$ cat src/rtl/wb_port_arbiter_if.sv
// Write-back port bundle: ALU request, LSU handshake and the registered
// register-file write port. The arbiter takes the slave side.
interface wb_port_arbiter_if;
    logic        alu_write_req;
    logic [4:0]  alu_write_addr;
    logic [31:0] alu_write_data;
    logic        alu_stall;
    logic        lsu_valid;
    logic        lsu_ready;
    logic [4:0]  lsu_addr;
    logic [31:0] lsu_data;
    logic        rf_write_en;
    logic [4:0]  rf_write_addr;
    logic [31:0] rf_write_data;

    modport master (
        output alu_write_req, alu_write_addr, alu_write_data,
        output lsu_valid, lsu_addr, lsu_data,
        input  alu_stall, lsu_ready,
        input  rf_write_en, rf_write_addr, rf_write_data
    );

    modport slave (
        input  alu_write_req, alu_write_addr, alu_write_data,
        input  lsu_valid, lsu_addr, lsu_data,
        output alu_stall, lsu_ready,
        output rf_write_en, rf_write_addr, rf_write_data
    );
endinterface

$ cat src/rtl/wb_port_arbiter.sv
// Register-file write-port arbiter. The ALU has priority; LSU results queue
// in a small FIFO and bypass it when nothing else wants the port. A wait
// counter on the FIFO head stalls the ALU so that queued loads retire.
// Queued loads overwritten by a younger ALU write are killed but still pop.
module wb_port_arbiter #(
    parameter int FIFO_DEPTH = 2,
    parameter int MAX_WAIT   = 4
) (
    input  logic               clk,
    input  logic               reset_n,
    wb_port_arbiter_if.slave   bus
);
    localparam int PW = $clog2(FIFO_DEPTH);
    localparam int CW = PW + 1;
    localparam int WW = $clog2(MAX_WAIT + 1);

    logic [4:0]            q_addr [FIFO_DEPTH];
    logic [31:0]           q_data [FIFO_DEPTH];
    logic [FIFO_DEPTH-1:0] q_kill;
    logic [PW-1:0]         rd_ptr, wr_ptr;
    logic [CW-1:0]         count;
    logic [WW-1:0]         wait_cnt;

    logic full, nonempty, starve;
    logic gnt_fifo, gnt_alu, gnt_byp, push, pop, alu_kill;
    logic [FIFO_DEPTH-1:0] kill_hit;

    assign full      = (count == CW'(FIFO_DEPTH));
    assign nonempty  = (count != '0);
    assign starve    = nonempty && (wait_cnt == WW'(MAX_WAIT));

    assign bus.lsu_ready = !full;
    assign bus.alu_stall = starve && bus.alu_write_req;

    // Exactly one (or no) source owns the port each cycle.
    assign gnt_fifo = starve || (!bus.alu_write_req && nonempty);
    assign gnt_alu  = !starve && bus.alu_write_req;
    assign gnt_byp  = !starve && !bus.alu_write_req && !nonempty && bus.lsu_valid;
    assign pop      = gnt_fifo;
    assign push     = bus.lsu_valid && !full && !gnt_byp;
    assign alu_kill = gnt_alu && (bus.alu_write_addr != 5'd0);

    // Live entries whose destination the granted ALU write supersedes.
    always_comb begin
        kill_hit = '0;
        for (int i = 0; i < FIFO_DEPTH; i++) begin
            if (alu_kill && ({1'b0, PW'(i) - rd_ptr} < count) &&
                (q_addr[i] == bus.alu_write_addr))
                kill_hit[i] = 1'b1;
        end
    end

    // FIFO storage, pointers, occupancy and head wait counter.
    always_ff @(posedge clk or negedge reset_n) begin
        if (!reset_n) begin
            rd_ptr   <= '0;
            wr_ptr   <= '0;
            count    <= '0;
            q_kill   <= '0;
            wait_cnt <= '0;
            for (int i = 0; i < FIFO_DEPTH; i++) begin
                q_addr[i] <= '0;
                q_data[i] <= '0;
            end
        end else begin
            q_kill <= q_kill | kill_hit;
            if (push) begin
                q_addr[wr_ptr] <= bus.lsu_addr;
                q_data[wr_ptr] <= bus.lsu_data;
                // An entry pushed alongside a same-rd ALU write is already stale.
                q_kill[wr_ptr] <= alu_kill && (bus.lsu_addr == bus.alu_write_addr);
                wr_ptr         <= wr_ptr + 1'b1;
            end
            if (pop)
                rd_ptr <= rd_ptr + 1'b1;
            count <= count + CW'(push) - CW'(pop);
            if (pop || !nonempty)
                wait_cnt <= '0;
            else if (wait_cnt != WW'(MAX_WAIT))
                wait_cnt <= wait_cnt + 1'b1;
        end
    end

    // Registered write port; address/data hold when nobody is granted.
    always_ff @(posedge clk or negedge reset_n) begin
        if (!reset_n) begin
            bus.rf_write_en   <= 1'b0;
            bus.rf_write_addr <= '0;
            bus.rf_write_data <= '0;
        end else if (gnt_fifo) begin
            bus.rf_write_en   <= (q_addr[rd_ptr] != 5'd0) && !q_kill[rd_ptr];
            bus.rf_write_addr <= q_addr[rd_ptr];
            bus.rf_write_data <= q_data[rd_ptr];
        end else if (gnt_alu) begin
            bus.rf_write_en   <= (bus.alu_write_addr != 5'd0);
            bus.rf_write_addr <= bus.alu_write_addr;
            bus.rf_write_data <= bus.alu_write_data;
        end else if (gnt_byp) begin
            bus.rf_write_en   <= (bus.lsu_addr != 5'd0);
            bus.rf_write_addr <= bus.lsu_addr;
            bus.rf_write_data <= bus.lsu_data;
        end else begin
            bus.rf_write_en   <= 1'b0;
        end
    end
endmodule
$ cat src/flat_wrapper.sv
// flat-port wrapper written by rule: the top's interface ports become plain ports
module wb_port_arbiter_flat 
#(
    parameter int FIFO_DEPTH = 2,
    parameter int MAX_WAIT   = 4
)
  (clk, reset_n, bus_alu_write_req, bus_alu_write_addr, bus_alu_write_data, bus_lsu_valid, bus_lsu_addr, bus_lsu_data, bus_alu_stall, bus_lsu_ready, bus_rf_write_en, bus_rf_write_addr, bus_rf_write_data);
  wb_port_arbiter_if bus_i ();
  input  logic clk;
  input  logic reset_n;
  input wire logic [$bits(bus_i.alu_write_req)-1:0] bus_alu_write_req;
  input wire logic [$bits(bus_i.alu_write_addr)-1:0] bus_alu_write_addr;
  input wire logic [$bits(bus_i.alu_write_data)-1:0] bus_alu_write_data;
  input wire logic [$bits(bus_i.lsu_valid)-1:0] bus_lsu_valid;
  input wire logic [$bits(bus_i.lsu_addr)-1:0] bus_lsu_addr;
  input wire logic [$bits(bus_i.lsu_data)-1:0] bus_lsu_data;
  output wire logic [$bits(bus_i.alu_stall)-1:0] bus_alu_stall;
  output wire logic [$bits(bus_i.lsu_ready)-1:0] bus_lsu_ready;
  output wire logic [$bits(bus_i.rf_write_en)-1:0] bus_rf_write_en;
  output wire logic [$bits(bus_i.rf_write_addr)-1:0] bus_rf_write_addr;
  output wire logic [$bits(bus_i.rf_write_data)-1:0] bus_rf_write_data;
  assign bus_i.alu_write_req = bus_alu_write_req;
  assign bus_i.alu_write_addr = bus_alu_write_addr;
  assign bus_i.alu_write_data = bus_alu_write_data;
  assign bus_i.lsu_valid = bus_lsu_valid;
  assign bus_i.lsu_addr = bus_lsu_addr;
  assign bus_i.lsu_data = bus_lsu_data;
  assign bus_alu_stall = bus_i.alu_stall;
  assign bus_lsu_ready = bus_i.lsu_ready;
  assign bus_rf_write_en = bus_i.rf_write_en;
  assign bus_rf_write_addr = bus_i.rf_write_addr;
  assign bus_rf_write_data = bus_i.rf_write_data;
  wb_port_arbiter #(.FIFO_DEPTH(FIFO_DEPTH), .MAX_WAIT(MAX_WAIT)) u_core (.clk(clk), .reset_n(reset_n), .bus(bus_i));
endmodule
$ cat config.mk
export PLATFORM = sky130hd
export DESIGN_NAME = wb_port_arbiter_flat
export DESIGN_NICKNAME = d
export VERILOG_FILES = /design/src/rtl/wb_port_arbiter_if.sv /design/src/rtl/wb_port_arbiter.sv /design/src/flat_wrapper.sv
export SDC_FILE = /design/constraint.sdc
export NUM_CORES = 1
export LEC_CHECK = 0
export BUFFER_PORTS_ARGS = -buffer_cell sky130_fd_sc_hd__buf_4
export CORE_ASPECT_RATIO = 2
export CORE_MARGIN = 1.5
export CORE_UTILIZATION = 40
export CTS_CLUSTER_DIAMETER = 80
export CTS_CLUSTER_SIZE = 40
export DETAILED_ROUTE_END_ITERATION = 8
export PLACE_DENSITY_LB_ADDON = 0.12
export SETUP_SLACK_MARGIN = 0.05
export SYNTH_ARGS = -nofsm -noshare
export SYNTH_HDL_FRONTEND = slang
export SYNTH_SLANG_ARGS = --single-unit
export TNS_END_PERCENT = 10
$ cat constraint.sdc
create_clock -name clk -period 1.81 [get_ports clk]
set_input_delay 0 -clock clk [delete_from_list [all_inputs] [get_ports clk]]
set_output_delay 0 -clock clk [all_outputs]
set_load 0.1 [all_outputs]
==> impl_results.md <==
- Cts bufs inserted: 17
- Initial antenna violation count: 0
- Hold path startpoint: bus_alu_write_addr[2]
- Number of global-route vias before repair: 5675
- WHS: 18.4 ps
- I/O Pins: 118
- Leak pwr: roughly 3.9 nW
- Post-Syn Area: 6230 sq um
- Final Hold Viols: 0
- Global route overflow: 0
- Area grow syn2layout: 42.6%
- # port buffers: approximately 120
- Max Slew Vio Count: 0
- Total GRT Usage: between 20% and 30%
- Syn_nets: roughly 620
- Drt wl/cell: approximately 19 um
- CP Class: register to register
- Post-DP HPWL: between 10000 and 15000 um
- Flop2flop setup slack: around 100 ps
- Synth Area in Simple Gates: just under 9%
- Period utilisation layout: between 90% and 100%
- Hold Crit Class: input port to register
- Clk pwr share: between 20% and 30%
- Fmax: approximately 590 MHz
- Clock root buffer: clkbuf_16
- Placed inst area: between 7000 and 8000 sq um
- Clk_lat worst skew: approximately 410 ps
- Final cell count without fillers: approximately 950
- RSZ-0062 raised after global routing: true
- Main synth FF type: dfrtp_1
- Crit path DAT: about 2000 ps
- Worst reg2reg path startpoint: u_core.count[1]
- Largest family of logic cells by synthesized area: multiplexers
- Die H: 180 um
- Met2 Routed Length: 10000 um
- Layout net count: between 800 and 900
- Synth Area in Adders: less than 1%
- Worst R2R End: u_core.bus.rf_write_data[19]
- Antenna diodes: 0
- Compound-Gate Fraction of Synth Area: between 10 and 15%
- # setup viols final: 0
- Register area: 3030 sq um
- Placement Setup Slack: -17.1 ps
- Max IR drop VDD: slightly below 1000 uV
- Mux contribution to synthesized area: around a fifth
- Switching Power: ~7.3 mW
- Cell Pwr Density: about 1900 nW/um^2
- Initial DRC count: approximately 230
- Synthesized flop and latch total: ~120
- Fraction of layout cells with a size suffix above 1: between 30% and 40%
- Multi-input logic area: around 3000 sq um
- Setup Skew: around 8.1 ps
- Reg power frac: between 20 and 30%
- Seq/Total Area, Yosys: 48.6%
- R2R cell count: 4
- Slack of the critical path: approximately 100 ps
- Die span in x: ~91 um
- Post-Route M1 WL: ~6700 um
- Syn_area_per_cell: 11.5 sq um
- Worst hold path depth: 3
- Global-route wire length before repair: roughly 29000 um
- Detailed Routing Iterations Pass 1: 6
- Crit path required time: ~2100 ps
- Comb power frac: around 50%
- WL final: 17700 um
- # H-tree levels: 4
- Netlist cell types: 41
- Fillers: between 1k and 1.5k
- Synth warn: 0
- Core ar.: 15300 sq um
- Largest net degree at the start of global routing: roughly 120
- Sw frac: 43.5%
- Final core occ: between 50 and 60%
- Tmin final: 1710 ps
- CP endpoint kind: register
- Placed Instances: approximately 840
- Finished Cell Area: 8890 sq um
- XOR/XNOR share of the synthesized area: 2.53%
- Synth async-reset ratio: 100%
- Post-DRT Antenna Nets: 0
- Site Rows: between 60 and 70
- Status: complete, no violations
- Max Used Layer: met4
- Crit path launch type: register
- TritonCTS Sinks: ~120
- Cells after Synth: 540
- Die area: between 15000 and 20000 sq um
- Met3 WL: between 500 and 600 um
- Vias per cell: roughly 5.5
- Hold Path End: u_core.bus.rf_write_addr[2]
- Max-cap violation count: 0
- CTS tree: done
- Worst-path maximum fanout: 28
- Initial core utilization: roughly two fifths
- Gpl congestion: 0.875
- Vias after detailed routing: 5197
- Post-synth EDFFs: 0
- Slew at the pin closest to its max-slew limit: slightly below 700 ps
- Max_slew headroom: 54.4%
- Clock-pin slew on the worst setup and hold paths: ~60 ps
- Drt drc: 0
- Max Root-Sink Buffers: 2
- Internal power: about 9.5 mW
per-stage QoR:
| step | power [mW] | TNS, ps |
|---|---|---|
| final | 16.8 | 0 |
| after global routing | 17.7 | 0 |
| after CTS | 16.9 | 0 |
| after detailed placement | 13.0 | -79.4 |
| after global placement | 12.8 | 0 |
| after floorplan | 10.9 | -36.4 |
state kept, by name, summed over array words and instances (netlist names):
signal / flops
u_core.wait_cnt: 3
u_core.bus.rf_write_data: 32
u_core.q_data: 64
u_core.q_kill: 2
u_core.rd_ptr: 1
u_core.bus.rf_write_en: 1
u_core.wr_ptr: 1
u_core.bus.rf_write_addr: 5
u_core.q_addr: 10
u_core.count: 2
power by group through the flow:
stage                     combinational [mW]  clock [mW]  sequential [mW]
after global routing                    8.83        3.83             5.01
after global placement                  8.02           0             4.83
after floorplan                         3.62           0             7.26
final                                   8.30        3.62             4.88
after CTS                               8.29        3.70             4.86
after detailed placement                8.13           0             4.89
kinds of logic (layout without fill, tap and decap cells):
family                     Yosys count  in the layout
AOI/OAI and AO/OA                  124            124
DFF                                121            121
xor gates and xnor gates            18             18
buffers and inverters               52            260
and+or+nand+nor                    107            107
muxes                              114            114
adders and majority gates            4              4
worst max path at each step:
stage	endpoint	cells after the start	slack, ps	start
after global routing	u_core.count[1]	9	20	u_core.wait_cnt[1]
after global placement	u_core.bus.rf_write_data[29]	4	30	u_core.count[1]
after CTS	u_core.count[1]	8	60	u_core.count[1]
after floorplan	u_core.count[1]	9	-40	u_core.count[1]
after detailed placement	u_core.bus.rf_write_data[25]	6	-20	u_core.wait_cnt[0]
final	u_core.bus.rf_write_data[19]	4	100	u_core.count[1]
synthesized netlist by cell type (2+ instances only):
library cell	n	area, sq um
clkbuf_1	16	60.1
or4_1	3	22.5
nor2b_1	2	12.5
buf_2	19	95.1
a32o_1	32	320
mux2_2	55	619
o21ai_0	42	210
inv_1	8	30.0
dfrtp_1	121	3030
a311oi_1	5	43.8
buf_6	5	56.3
o2111a_1	2	22.5
mux2i_1	40	400
a31oi_1	32	200
xnor2_1	11	96.3
mux2_4	19	285
a21oi_1	2	10.0
xor2_1	7	61.3
ha_1	4	50.1
nor3_1	3	15.0
nand2_1	47	176
a41oi_1	2	17.5
or3_1	32	200
buf_4	3	22.5
nor2_1	12	45.0
metal layers:
| metal | GRT usage, % | up-vias |
|---|---|---|
| met2 | 43.1 | 135 |
| met5 | 0 | - |
| met3 | 4.06 | 31 |
| met1 | 24.4 | 2639 |
| li1 | - | 2392 |
| met4 | 9.50 | 0 |
layout make-up:
cell class / count / share of cell area [%]
Tap cell: 198 / 2.79
Clock inverter: 13 / 2.17
Multi-Input combinational cell: 367 / 33.5
Sequential cell: 121 / 34.1
Timing Repair Buffer: 220 / 22.1
Clock buffer: 19 / 4.98
Inverter: 8 / 0.338
critical path, stage by stage (launching register included):
cell,delay [ps]
dfrtp_2,470
o211a_4,350
buf_12,180
or3_1,300
a32o_1,270
timing repair:
action,CTS,global route
setup endpoints to repair,35,37
endpoints found under the hold margin,234,0
gates resized for setup,3,6
buffers inserted,0,1
hold buffers,75,0
pin swaps,0,1
cells in the final DEF (no fill, tap or decap), types with 3 or more instances in the layout:
cell type / n
a311oi_1: 5
a31oi_1: 32
a32o_1: 32
buf_12: 10
buf_4: 135
bufinv_16: 4
clkbuf_16: 17
clkinvlp_4: 5
dfrtp_1: 119
dlygate4sd3_1: 75
inv_1: 6
inv_6: 3
mux2_2: 55
mux2_4: 19
mux2i_1: 40
nand2_1: 47
nor2_1: 10
nor3_1: 3
o21ai_0: 42
or3_1: 32
or4_1: 3
xnor2_1: 10
xor2_1: 7
(Power assumes the default switching activity.)
